==> config.mk <==
export PLATFORM = sky130hd
export DESIGN_NAME = uart_tx_cfg
export DESIGN_NICKNAME = d
export VERILOG_FILES = /design/src/rtl/uart_tx_cfg.sv
export SDC_FILE = /design/constraint.sdc
export NUM_CORES = 1
export LEC_CHECK = 0
export ABC_CLOCK_PERIOD_IN_PS = 4400
export CAP_MARGIN = 20
export CORE_ASPECT_RATIO = 1.1
export CORE_UTILIZATION = 35
export CTS_BUF_LIST = sky130_fd_sc_hd__clkbuf_4
export CTS_CLUSTER_DIAMETER = 30
export CTS_CLUSTER_SIZE = 8
export DETAILED_ROUTE_END_ITERATION = 10
export GPL_TIMING_DRIVEN = 1
export PLACE_DENSITY_LB_ADDON = 0.08
export SYNTH_ARGS = -nofsm -noshare
export SYNTH_HDL_FRONTEND = slang
export SYNTH_SLANG_ARGS = --single-unit
==> constraint.sdc <==
create_clock -name clk_i -period 4.4 [get_ports clk_i]
set_clock_uncertainty 0.1 [all_clocks]
set_input_delay 0.88 -clock clk_i [delete_from_list [all_inputs] [get_ports clk_i]]
set_output_delay 0.88 -clock clk_i [all_outputs]
set_load 0.03 [all_outputs]
==> src/rtl/uart_tx_cfg.sv <==
`default_nettype none
// ============================================================================
// Module      : uart_tx_cfg
// Description : UART transmitter with an internal TX FIFO and a run-time
//               frame format: 5-8 data bits, optional even/odd parity,
//               1 or 2 stop bits and a programmable baud divisor.
//               Characters go out LSB-first and back-to-back for as long as
//               data is queued.
// Ports       : clk_i         system clock
//               rst_ni        asynchronous reset, active-low
//               baud_div_i    clocks per bit (0 and 1 both mean 1)
//               tx_en_i       allows new frames to start
//               data_bits_i   00=5, 01=6, 10=7, 11=8 data bits
//               parity_en_i   append a parity bit
//               parity_odd_i  1 = odd parity, 0 = even parity
//               stop2_i       1 = two stop bits
//               tx_we_i       push din_i into the FIFO
//               din_i         character to push
//               full_o        FIFO full
//               empty_o       FIFO empty
//               level_o       FIFO occupancy, 0..FIFO_DEPTH
//               busy_o        frame in progress
//               tx_bit_o      registered serial output, idle high
// Revision    : 1.0 - initial release
// ============================================================================
module uart_tx_cfg #(
    parameter int FIFO_DEPTH = 32,
    parameter int BAUD_W     = 16
) (
    input  logic                          clk_i,
    input  logic                          rst_ni,
    input  logic [BAUD_W-1:0]             baud_div_i,
    input  logic                          tx_en_i,
    input  logic [1:0]                    data_bits_i,
    input  logic                          parity_en_i,
    input  logic                          parity_odd_i,
    input  logic                          stop2_i,
    input  logic                          tx_we_i,
    input  logic [7:0]                    din_i,
    output logic                          full_o,
    output logic                          empty_o,
    output logic [$clog2(FIFO_DEPTH):0]   level_o,
    output logic                          busy_o,
    output logic                          tx_bit_o
);

    localparam int                  c_ADDR_W   = $clog2(FIFO_DEPTH);
    localparam int                  c_LVL_W    = c_ADDR_W + 1;
    localparam logic [c_LVL_W-1:0]  c_FULL_LVL = c_LVL_W'(FIFO_DEPTH);
    localparam logic [c_LVL_W-1:0]  c_LVL_ONE  = c_LVL_W'(1);
    localparam logic [c_ADDR_W-1:0] c_PTR_ONE  = c_ADDR_W'(1);
    localparam logic [BAUD_W-1:0]   c_DIV_ONE  = BAUD_W'(1);

    typedef enum logic [2:0] {
        S_IDLE   = 3'd0,
        S_START  = 3'd1,
        S_DATA   = 3'd2,
        S_PARITY = 3'd3,
        S_STOP   = 3'd4
    } state_t;

    // ------------------------------------------------------------------
    // TX FIFO
    // ------------------------------------------------------------------
    logic [7:0]          r_mem [FIFO_DEPTH];
    logic [c_ADDR_W-1:0] r_wr_ptr;
    logic [c_ADDR_W-1:0] r_rd_ptr;
    logic [c_LVL_W-1:0]  r_level;
    logic                w_full;
    logic                w_empty;
    logic                w_push;
    logic                w_pop;
    logic [7:0]          w_head;

    assign w_full  = (r_level == c_FULL_LVL);
    assign w_empty = (r_level == '0);
    // A pop in the same cycle frees a slot, so a push into a full FIFO is
    // still accepted when the transmitter takes the head at that edge.
    assign w_push  = tx_we_i && (!w_full || w_pop);
    assign w_head  = r_mem[r_rd_ptr];

    always_ff @(posedge clk_i) begin
        if (w_push) begin
            r_mem[r_wr_ptr] <= din_i;
        end
    end

    always_ff @(posedge clk_i or negedge rst_ni) begin
        if (!rst_ni) begin
            r_wr_ptr <= '0;
            r_rd_ptr <= '0;
            r_level  <= '0;
        end else begin
            if (w_push) begin
                r_wr_ptr <= r_wr_ptr + c_PTR_ONE;
            end
            if (w_pop) begin
                r_rd_ptr <= r_rd_ptr + c_PTR_ONE;
            end
            if (w_push && !w_pop) begin
                r_level <= r_level + c_LVL_ONE;
            end else if (w_pop && !w_push) begin
                r_level <= r_level - c_LVL_ONE;
            end
        end
    end

    // ------------------------------------------------------------------
    // Frame sequencer
    // ------------------------------------------------------------------
    state_t              r_state;
    state_t              w_state_nxt;
    logic [BAUD_W-1:0]   r_baud_cnt;
    logic [BAUD_W-1:0]   w_baud_nxt;
    logic [BAUD_W-1:0]   r_div;
    logic [2:0]          r_bit_cnt;
    logic [2:0]          w_bit_nxt;
    logic [7:0]          r_char;
    logic [7:0]          w_char_nxt;
    logic [1:0]          r_nbits;
    logic                r_par_en;
    logic                r_par_bit;
    logic                w_par_nxt;
    logic                r_stop2;
    logic                r_tx_bit;
    logic                w_tx_nxt;
    logic                w_load;
    logic                w_tick;
    logic                w_last_data;
    logic                w_last_stop;
    logic                w_can_start;
    logic [7:0]          w_mask;
    logic                w_head_par;

    assign w_tick      = (r_baud_cnt == (r_div - c_DIV_ONE));
    // Index of the last data bit is N-1 = data_bits + 4.
    assign w_last_data = (r_bit_cnt == ({1'b0, r_nbits} + 3'd4));
    assign w_last_stop = (r_bit_cnt == {2'b00, r_stop2});
    assign w_can_start = tx_en_i && !w_empty;

    always_comb begin
        w_mask = 8'hFF;
        case (data_bits_i)
            2'b00:   w_mask = 8'h1F;
            2'b01:   w_mask = 8'h3F;
            2'b10:   w_mask = 8'h7F;
            default: w_mask = 8'hFF;
        endcase
    end

    // Parity is computed once, from the head character and the live
    // configuration, at the moment the frame is loaded.
    assign w_head_par = (^(w_head & w_mask)) ^ parity_odd_i;

    always_comb begin
        w_state_nxt = r_state;
        w_bit_nxt   = r_bit_cnt;
        w_baud_nxt  = r_baud_cnt;
        w_load      = 1'b0;

        if (r_state != S_IDLE) begin
            w_baud_nxt = w_tick ? '0 : (r_baud_cnt + c_DIV_ONE);
        end

        case (r_state)
            S_IDLE: begin
                if (w_can_start) begin
                    w_load      = 1'b1;
                    w_state_nxt = S_START;
                    w_baud_nxt  = '0;
                    w_bit_nxt   = 3'd0;
                end
            end
            S_START: begin
                if (w_tick) begin
                    w_state_nxt = S_DATA;
                    w_bit_nxt   = 3'd0;
                end
            end
            S_DATA: begin
                if (w_tick) begin
                    if (w_last_data) begin
                        w_bit_nxt   = 3'd0;
                        w_state_nxt = r_par_en ? S_PARITY : S_STOP;
                    end else begin
                        w_bit_nxt = r_bit_cnt + 3'd1;
                    end
                end
            end
            S_PARITY: begin
                if (w_tick) begin
                    w_state_nxt = S_STOP;
                    w_bit_nxt   = 3'd0;
                end
            end
            S_STOP: begin
                if (w_tick) begin
                    if (w_last_stop) begin
                        w_bit_nxt = 3'd0;
                        // Chain straight into the next frame when data is
                        // waiting so there is no idle cycle between frames.
                        if (w_can_start) begin
                            w_load      = 1'b1;
                            w_state_nxt = S_START;
                        end else begin
                            w_state_nxt = S_IDLE;
                        end
                    end else begin
                        w_bit_nxt = r_bit_cnt + 3'd1;
                    end
                end
            end
            default: begin
                w_state_nxt = S_IDLE;
                w_bit_nxt   = 3'd0;
                w_baud_nxt  = '0;
            end
        endcase
    end

    assign w_pop      = w_load;
    assign w_char_nxt = w_load ? w_head : r_char;
    assign w_par_nxt  = w_load ? w_head_par : r_par_bit;

    // The output register is loaded with the level of the bit that the
    // next state will transmit, so tx_bit_o lines up with busy_o.
    always_comb begin
        w_tx_nxt = 1'b1;
        case (w_state_nxt)
            S_START:  w_tx_nxt = 1'b0;
            S_DATA:   w_tx_nxt = w_char_nxt[w_bit_nxt];
            S_PARITY: w_tx_nxt = w_par_nxt;
            default:  w_tx_nxt = 1'b1;
        endcase
    end

    always_ff @(posedge clk_i or negedge rst_ni) begin
        if (!rst_ni) begin
            r_state    <= S_IDLE;
            r_baud_cnt <= '0;
            r_bit_cnt  <= 3'd0;
            r_div      <= c_DIV_ONE;
            r_char     <= 8'h00;
            r_nbits    <= 2'b00;
            r_par_en   <= 1'b0;
            r_par_bit  <= 1'b0;
            r_stop2    <= 1'b0;
            r_tx_bit   <= 1'b1;
        end else begin
            r_state    <= w_state_nxt;
            r_baud_cnt <= w_baud_nxt;
            r_bit_cnt  <= w_bit_nxt;
            r_char     <= w_char_nxt;
            r_par_bit  <= w_par_nxt;
            r_tx_bit   <= w_tx_nxt;
            if (w_load) begin
                r_nbits  <= data_bits_i;
                r_par_en <= parity_en_i;
                r_stop2  <= stop2_i;
                r_div    <= (baud_div_i == '0) ? c_DIV_ONE : baud_div_i;
            end
        end
    end

    assign full_o   = w_full;
    assign empty_o  = w_empty;
    assign level_o  = r_level;
    assign busy_o   = (r_state != S_IDLE);
    assign tx_bit_o = r_tx_bit;

endmodule
`default_nettype wire

### Yosys cells after proc, flatten, opt, wreduce, memory -nomap -nowiden

Memories as Yosys holds them, arrays and structs flattened.
Cells that the tools add are included.

| word-level totals | value |
|---|---|
| bits in writable memories | 256 |
| latch bits | 0 |
| memory bits (read-only) | 0 |
| memories kept | 1 |
| flip-flop bits (word level) | 68 |

| cells by class | value |
|---|---|
| multiplexer cells | 36 |
| reduce and logical (&&, ||, !) cells | 18 |
| multiply operators | 0 |
| magnitude comparators | 1 |
| shifts and indexed selects | 0 |
| add/subtract/negate cells | 8 |
| div/mod/pow operators | 0 |
| bitwise logic cells | 2 |
| eq/ne operators | 13 |

Memories:

| name | words | bits a word | rd ports | clocked after Yosys merged registers in | wr ports | line | source |
|---|---|---|---|---|---|---|---|
| r_mem | 32 | 8 | 1 | 0 | 1 | 65 | `logic [7:0] r_mem [FIFO_DEPTH];` |

Operator list:

| kind | number |
|---|---|
| two-way mux 16 bit | 4 |
| two-way mux 3 bit | 14 |
| case mux 16 bit (2 select lines) | 1 |
| case mux 8 bit (3 select lines) | 1 |
| adder 16 x 1 -> 16 bit (second input constant) | 1 |
| equality test 16 bit | 1 |
| zero test 16 bit | 1 |
| subtractor 16 x 1 -> 16 bit (second input constant) | 1 |
| case mux 3 bit (5 select lines) | 1 |
| equality test 3 x 2 -> 1 bit (second input constant) | 4 |
| two-way mux 6 bit | 2 |
| case mux 3 bit (4 select lines) | 1 |
| adder 5 x 1 -> 5 bit (second input constant) | 2 |
| bitwise AND 8 bit | 1 |
| two-way mux 1 bit | 8 |
| two-way mux 8 bit | 1 |
| parity 8 bit | 1 |
| adder 6 x 1 -> 6 bit (second input constant) | 1 |
| equality test 3 x 1 -> 1 bit (second input constant) | 2 |
| equality test 6 bit (second input constant) | 1 |
| zero test 6 bit | 1 |
| subtractor 6 x 1 -> 6 bit (second input constant) | 1 |
| logical AND 1 bit | 4 |
| zero test 1 bit | 4 |
| 19 further kinds | 19 |

### Logic depth before layout (Yosys ltp)

Gate-level depths: netlist of run 1.

| depth | value |
|---|---|
| depth in word-level cells | 13 |
| depth in mapped cells | 23 |
| depth with buffers taken out | 20 |

### Worst setup path before layout of run 1

OpenSTA, ideal clock, no wires.

| timing path | value |
|---|---|
| path kind | register to register |
| from | register r_div[0] |
| to | register r_level[5] (netlist: level_o[5]) |
| setup slack | -0.428 ns |
| cell stages (with the launch flop) | 22 |
| setup time | 0.136 ns |
| required time | 4.164 ns |
| data arrival time | 4.591 ns |
| path through | dfstp_2 > clkbuf_1 > inv_1 > ha_1 > xnor2_1 > or4_1 > or3_1 > nor4_4 > a21o_1 > buf_6 > inv_2 > a21boi_2 > ha_1 > inv_1 > ha_1 > a21o_1 > a21oi_1 > o21bai_1 > a21oi_1 > xnor2_1 > nor2_1 > xor2_1 |

| on the way | value |
|---|---|
| longest elaborated chain between the ends | 9 |

RTL lines:

| element | line | source |
|---|---|---|
| start, declared | 115 | `logic [BAUD_W-1:0] r_div;` |
| start signal, assigned | 242 | `r_div <= c_DIV_ONE;` |
| start signal, assigned | 260 | `r_div <= (baud_div_i == '0) ? c_DIV_ONE : baud_div_i;` |
| subtractor 16 x 1 -> 16 bit * | 135 | `assign w_tick = (r_baud_cnt == (r_div - c_DIV_ONE));` |
| equality test 16 bit * | 135 |  |
| two-way mux 1 bit * | 197 | `if (w_tick) begin` |
| case mux 1 bit (2 select lines) * | 165 | `case (r_state)` |
| logical OR 1 bit * | 79 | `assign w_push = tx_we_i && (!w_full \|\| w_pop);` |
| logical AND 1 bit * | 79 |  |
| via w_push | 71 | `logic w_push;` |
| zero test 1 bit | 102 | `end else if (w_pop && !w_push) begin` |
| logical AND 1 bit | 102 |  |
| nonzero test 2 bit (no line) | -- |  |
| end signal, assigned | 101 | `r_level <= r_level + c_LVL_ONE;` |
| end signal, assigned | 103 | `r_level <= r_level - c_LVL_ONE;` |
| end, declared | 68 | `logic [c_LVL_W-1:0] r_level;` |

Mark *: on every way through the listed nets, which the timed path passes. The rest lies on a longest branch.
A chain may end at the register's enable or synchronous reset.

### Worst setup path after layout of run 1

Same ends and word-level chain as after synthesis.

==> results of run 1 <==
==> metal layers <==
metal,track usage,wire length [microns],vias up
met4,0.0787,1000,0
li1,-,-,3826
met2,0.293,17100,188
met3,0.0393,1650,49
met1,0.232,15400,4155
met5,0,0,-
==> timing repair <==
item | in CTS | in global routing
gates resized for setup | 0 | 14
setup endpoints to repair | 0 | 25
setup buffers | 0 | 8
endpoints found under the hold margin | 0 | 0
==> sequential cells by signal (all words and copies together) (netlist names), 3 cells and up <==
register    cells
r_div          16
r_rd_ptr        5
r_bit_cnt       3
r_wr_ptr        5
r_baud_cnt     16
r_state         3
r_mem         256
level_o         6
r_char          8
==> layout make-up <==
cell class / instances / area [sq um] / share of cell area
multi-input combinational: 516 / 4480 / 0.265
inverter: 16 / 67.6 / 0.00400
clock inverter: 49 / 551 / 0.0326
antenna: 1 / 2.50 / 0.000148
timing repair buffer: 128 / 1100 / 0.0649
sequential: 324 / 9400 / 0.556
tap: 507 / 634 / 0.0375
clock buffer: 89 / 668 / 0.0395
==> cell usage in the layout (no fill, tap or decap), drive strengths merged, types with 4 or more instances in the layout <==
cell	count
edfxtp	256
xor2	18
buf	88
o22ai	10
a31oi	6
nand2b	10
nor4	8
mux4	64
mux2i	19
and3	5
o21ai	29
clkinv	30
nand4	7
ha	13
clkinvlp	6
nor3	9
clkbuf	89
xnor2	35
inv	17
nand3b	4
or3	5
clkdlybuf4s50	40
dfrtp	66
or4	8
mux2	19
nor2	81
bufinv	12
a21oi	14
nand2	86
nand3	11
==> final timing paths <==
kind / cells after the start / from / slack, ns / to
max: 19 / r_div[0] / 0.18 / level_o[5]
min: 1 / rst_ni / 0.16 / r_div[10]
max reg2reg: 19 / r_div[0] / 0.18 / level_o[5]
min reg2reg: 1 / r_char[1] / 0.39 / r_char[1]
max in group asynchronous: 1 / rst_ni / 3.30 / r_rd_ptr[0]
min in group clk_i: 1 / r_char[1] / 0.39 / r_char[1]
==> cell families after synthesis <==
kind of cell,Yosys count
AO/OA/AOI/OAI,91
XOR/XNOR,54
adder cells (fa/ha/maj),14
buffers and inverters,61
flip-flops,324
multiplexers,102
AND/OR/NAND/NOR,255
==> power breakdown <==
group	internal, mW	leakage [nW]	total, mW	switching (mW)
logic	0.591	2.13	1.32	0.728
clock network	1.71	0.670	3.00	1.29
registers	3.57	3.16	3.81	0.243
==> stage by stage <==
| step | utilization | power (mW) | cell area, sq um | cells | hold slack [ns] |
|---|---|---|---|---|---|
| global route | 0.429 | 8.56 | 16900 | 1630 | 0.182 |
| detailed placement | 0.395 | 5.17 | 15500 | 1483 | 0.374 |
| CTS | 0.426 | 8.23 | 16800 | 1621 | 0.123 |
| global placement | 0.395 | 5.17 | 15500 | 1483 | 0.374 |
| finish | 0.429 | 8.13 | 16900 | 1630 | 0.163 |
| floorplan | - | 4.61 | 14100 | 901 | 0.354 |
==> impl_metrics.tcl, run 1 <==
set metrics [dict create \
    critical_path.slowest_cell "dfstp_2" \
    start_kind "flip-flop" \
    io_pins 43 \
    start_util 0.356 \
    vdd_drop_max_v 0.000212 \
    worstSetupPathType "flip-flop to flip-flop" \
    ys_warn_count 0 \
    cts_tree "yes" \
    worst_slack_ns 0.180 \
    final_max_slew_viol_count 0 \
    drtPass1Iterations 8 \
    ys_types 75 \
    worstPathCellList "inv_2 -> ha_4 -> xnor2_2 -> or4_4 -> or3_4 -> nor4_4 -> a21o_1 -> clkinv_4 -> a21boi_4 -> ha_4 -> inv_4 -> ha_4 -> a21o_1 -> a21oi_2 -> o21bai_1 -> a21oi_1 -> xnor2_1 -> nor2_1 -> xor2_1" \
    yosysMostFrequentCell "edfxtp_1" \
    cts_sinks 324 \
    synth_ff_type "edfxtp_1" \
    worst_setup_path_end_kind "flip-flop" \
    syn_inst 901 \
    synth-edff-count 256 \
    numCtsBuffers 77 \
    ys_seq_elements 324 \
    clk_path_buf_depth 3 \
    core_sq_um 39400 \
    finalCritPeriodShare 0.959 \
    synth-xor-area-share 0.0347 \
    drt-initial-drc-count 424 \
    worstPathArrival_ns 4.73 \
    synth_compound_area_frac 0.0439 \
    nNetsFinal 1110 \
    fmax_ghz 0.237 \
    gr-total-overflow 0 \
    cap_violations 0 \
    setup-violations-final 0 \
    synth-seq-area-share 0.669 \
    synth_area_per_cell_sq_um 15.6 \
    place_hpwl_microns 22900 \
    gr-usage-all-layers 0.181 \
    slew_headroom 0.365 \
    cp_max_fo 4 \
    synth_top_family_by_area "multiplexers" \
    htree_levels 3 \
    area_growth_pct 20.5 \
    pre_cts_ws_ns 0.0594 \
    netlist_area_sq_um 14000 \
    cp_num_buf_inv 3 \
    async_flop_share 0.210 \
    clk_pin_slew_ns 0.07 \
    grt_start_max_net_pins 69 \
    max_stage_delay_ns 0.53 \
    critPathTopFamily "simple AND/OR/NAND/NOR gates" \
    synth.area.mux_share 0.132 \
    rows 76 \
    hold_class "primary input to asynchronous set/reset pin" \
    vias 8218 \
    synth_simple_gate_area_frac 0.0890 \
    final.min_clock_period_ns 4.22 \
    cts_root_buf "clkbuf_4" \
    yosys-top-cells-count "256 x edfxtp_1, 86 x nand2_1, 81 x nor2_1" \
    crit_path_frequent_cell "ha_4" \
    grt_pass1_wl_microns 52900 \
    antenna_found_initial 1 \
    rsz0062_at_grt "yes" \
    io_buffers 42 \
    yosys.area.top_type "edfxtp_1" \
    worst_pin_slew_ns 0.953 \
    drive_above_1_share 0.295 \
    ant_nets 0 \
    grt_pass1_vias 8533 \
    die_area_sq_um 40900 \
    tns_ns 0 \
    p_per_area_nw_per_um2 481 \
    nFillCells 3649 \
    cts_hold_buf 0 \
    synth_top_cells_by_area "edfxtp_1 55%, dfrtp_1 12%, mux4_2 10%" \
    hold_viol 0 \
    violations "DRC" \
    yosysTopAreaCellShare 0.548 \
    gp_routability_congestion 0.870 \
    syn_nets 948 \
    finalWirelength_microns 35200 \
    wl_per_cell_microns 21.6 \
    synthAdderAreaFrac 0.0130 \
    outcome "finished with violations" \
    die_h_microns 212 \
    die_width_microns 193 \
    clk_latency_ns 0.75 \
    p_leak_nw 5.95 \
    post-route-drc-count 14 \
    cp.required_ns 4.91 \
    viasPerCell 5.04 \
]
No activity file was read; power rests on OpenSTA's default activity.
==> inputs of run 2 (changes only) <==
--- a/config.mk
+++ b/config.mk
@@ -15,6 +15,7 @@
 export DETAILED_ROUTE_END_ITERATION = 10
 export GPL_TIMING_DRIVEN = 1
 export PLACE_DENSITY_LB_ADDON = 0.08
+export RECOVER_POWER = 100
 export SYNTH_ARGS = -nofsm -noshare
 export SYNTH_HDL_FRONTEND = slang
 export SYNTH_SLANG_ARGS = --single-unit
==> impl_metrics.tcl, run 2 (synthesis results as in run 1) <==
set metrics [dict create \
    outcome "finished with violations" \
    violations "DRC, capacitance limit, slew limit" \
    setup-violations-final 0 \
    cap_violations 8 \
    die_width_microns 193 \
    min_path_cells 1 \
    gr-usage-all-layers 0.181 \
    cp_num_buf_inv 3 \
    grt_pass1_vias 8533 \
    cp.required_ns 4.91 \
    regArea_sq_um 9400 \
    io_pins 43 \
    finalWirelength_microns 35100 \
    p_per_area_nw_per_um2 481 \
    highest_layer "met4" \
    die_area_sq_um 40900 \
    hold_class "flip-flop to flip-flop" \
    design_area_sq_um 16900 \
    finalCritPeriodShare 0.959 \
    fin_total_pwr_mw 8.12 \
    viasPerCell 5.04 \
    area_growth_pct 20.2 \
    worst_pin_slew_ns 1.86 \
    critical_path_cell_count 19 \
    pre_cts_ws_ns 0.0594 \
    mostFrequentLayoutCells "256 x edfxtp_1, 89 x clkbuf_4, 85 x nand2_1" \
    cts_sinks 324 \
    core_sq_um 39400 \
    wl_met3_microns 1530 \
    critical_path.slowest_cell "dfstp_2" \
    drive_above_1_share 0.288 \
    r2r_start "r_div[0]" \
    worstPathArrival_ns 4.73 \
    reg2regPathDepth 19 \
    wl_met2_microns 17000 \
    drt-initial-drc-count 482 \
    max_stage_delay_ns 0.53 \
    worstPathCellList "inv_2 -> ha_4 -> xnor2_2 -> or4_4 -> or3_4 -> nor4_4 -> a21o_1 -> clkinv_4 -> a21boi_4 -> ha_4 -> inv_4 -> ha_4 -> a21o_1 -> a21oi_2 -> o21bai_1 -> a21oi_1 -> xnor2_1 -> nor2_1 -> xor2_1" \
    ant_nets 0 \
    cts_tree "yes" \
    start_util 0.356 \
    largest_reg_flops 256 \
    rows 76 \
    clk_path_buf_depth 3 \
    worst_setup_path_end_kind "flip-flop" \
    crit_path_frequent_cell "ha_4" \
    clk_latency_ns 0.75 \
    post-route-drc-count 14 \
    antenna_found_initial 1 \
    place_hpwl_microns 22900 \
    die_h_microns 212 \
    nFillCells 3655 \
    final.min_clock_period_ns 4.22 \
    reg_top3 "r_mem x256, r_baud_cnt x16, r_div x16" \
    grt_start_max_net_pins 69 \
    gr-total-overflow 0 \
    io_buffers 42 \
    vias 8209 \
    numCtsBuffers 77 \
    top_register "r_mem" \
    r2r_slack_ns 0.18 \
    hold_start "r_char[1]" \
    hold_viol 0 \
    vdd_drop_max_v 0.000213 \
    htree_levels 3 \
    final_common_cell "edfxtp_1" \
    nNetsFinal 1110 \
    postLayoutCoreUtil 0.428 \
    critPathLaunch "r_div[0]" \
    start_kind "flip-flop" \
    grt_pass1_wl_microns 52900 \
    tns_ns 0 \
    multi_input_area_sq_um 4480 \
    cts_root_buf "clkbuf_4" \
    final_max_slew_viol_count 300 \
    rsz0062_at_grt "yes" \
    wl_per_cell_microns 21.6 \
    gp_routability_congestion 0.870 \
    clk_pin_slew_ns 0.07 \
    worst_slack_ns 0.182 \
    cp_max_fo 4 \
    critPathTopFamily "simple AND/OR/NAND/NOR gates" \
    dpl_cell_area_sq_um 15500 \
    p_leak_nw 5.93 \
    fmax_ghz 0.237 \
    worstSetupPathType "flip-flop to flip-flop" \
    drtPass1Iterations 8 \
    slew_headroom -0.238 \
    dp_cells 1483 \
    hold_slack_ns 0.388 \
    drt-met1-wl_microns 15600 \
    final_cell_count_no_fill 1630 \
]
## run 2: cell count changes in the layout (fill, tap and decap cells not counted)
cell / before / now
clkdlybuf4s50_1: 40 / 29
dlygate4sd3_1: 0 / 11
buf_4: 84 / 76
clkbuf_1: 0 / 8
buf_2: 1 / 0
clkbuf_2: 0 / 1
## run 2: cell type report
class	instances	area share
inverters	16	0.00401
flip-flops and latches	324	0.557
well taps	507	0.0376
multi-input cells	516	0.266
clock inverters	49	0.0326
clock buffers	89	0.0396
repair buffers	128	0.0632
diodes	1	0.000148
## run 2: repair_timing
item	CTS	global route
endpoints found under the setup margin	0	25
buffers inserted	0	8
gates resized for setup	0	14
hold buffers	0	0
## run 2: worst paths after layout
kind                                to
setup / recovery            level_o[5]
hold reg to reg              r_char[1]
setup reg to reg            level_o[5]
min in group asynchronous    r_div[10]
hold / removal               r_char[1]
max in group asynchronous  r_rd_ptr[0]
## run 2: power by group
part	internal, mW	total (mW)	switching [mW]
clock	1.71	3.00	1.29
sequential	3.57	3.81	0.243
combinational	0.579	1.31	0.726
total	5.86	8.12	2.26
## run 2: layer usage
| metal | vias up | global-route usage |
|---|---|---|
| met5 | - | 0 |
| met4 | 0 | 0.0787 |
| met3 | 51 | 0.0393 |
| met2 | 176 | 0.293 |
| met1 | 4154 | 0.232 |
| li1 | 3828 | - |
==> inputs of run 3 (changes only) <==
--- a/config.mk
+++ b/config.mk
@@ -13,6 +13,7 @@
 export CTS_CLUSTER_DIAMETER = 30
 export CTS_CLUSTER_SIZE = 8
 export DETAILED_ROUTE_END_ITERATION = 10
+export GPL_ROUTABILITY_DRIVEN = 0
 export GPL_TIMING_DRIVEN = 1
 export PLACE_DENSITY_LB_ADDON = 0.08
 export RECOVER_POWER = 100
==> results of run 3 <==
Final layout, timing and power as in run 2 (identical DEF).
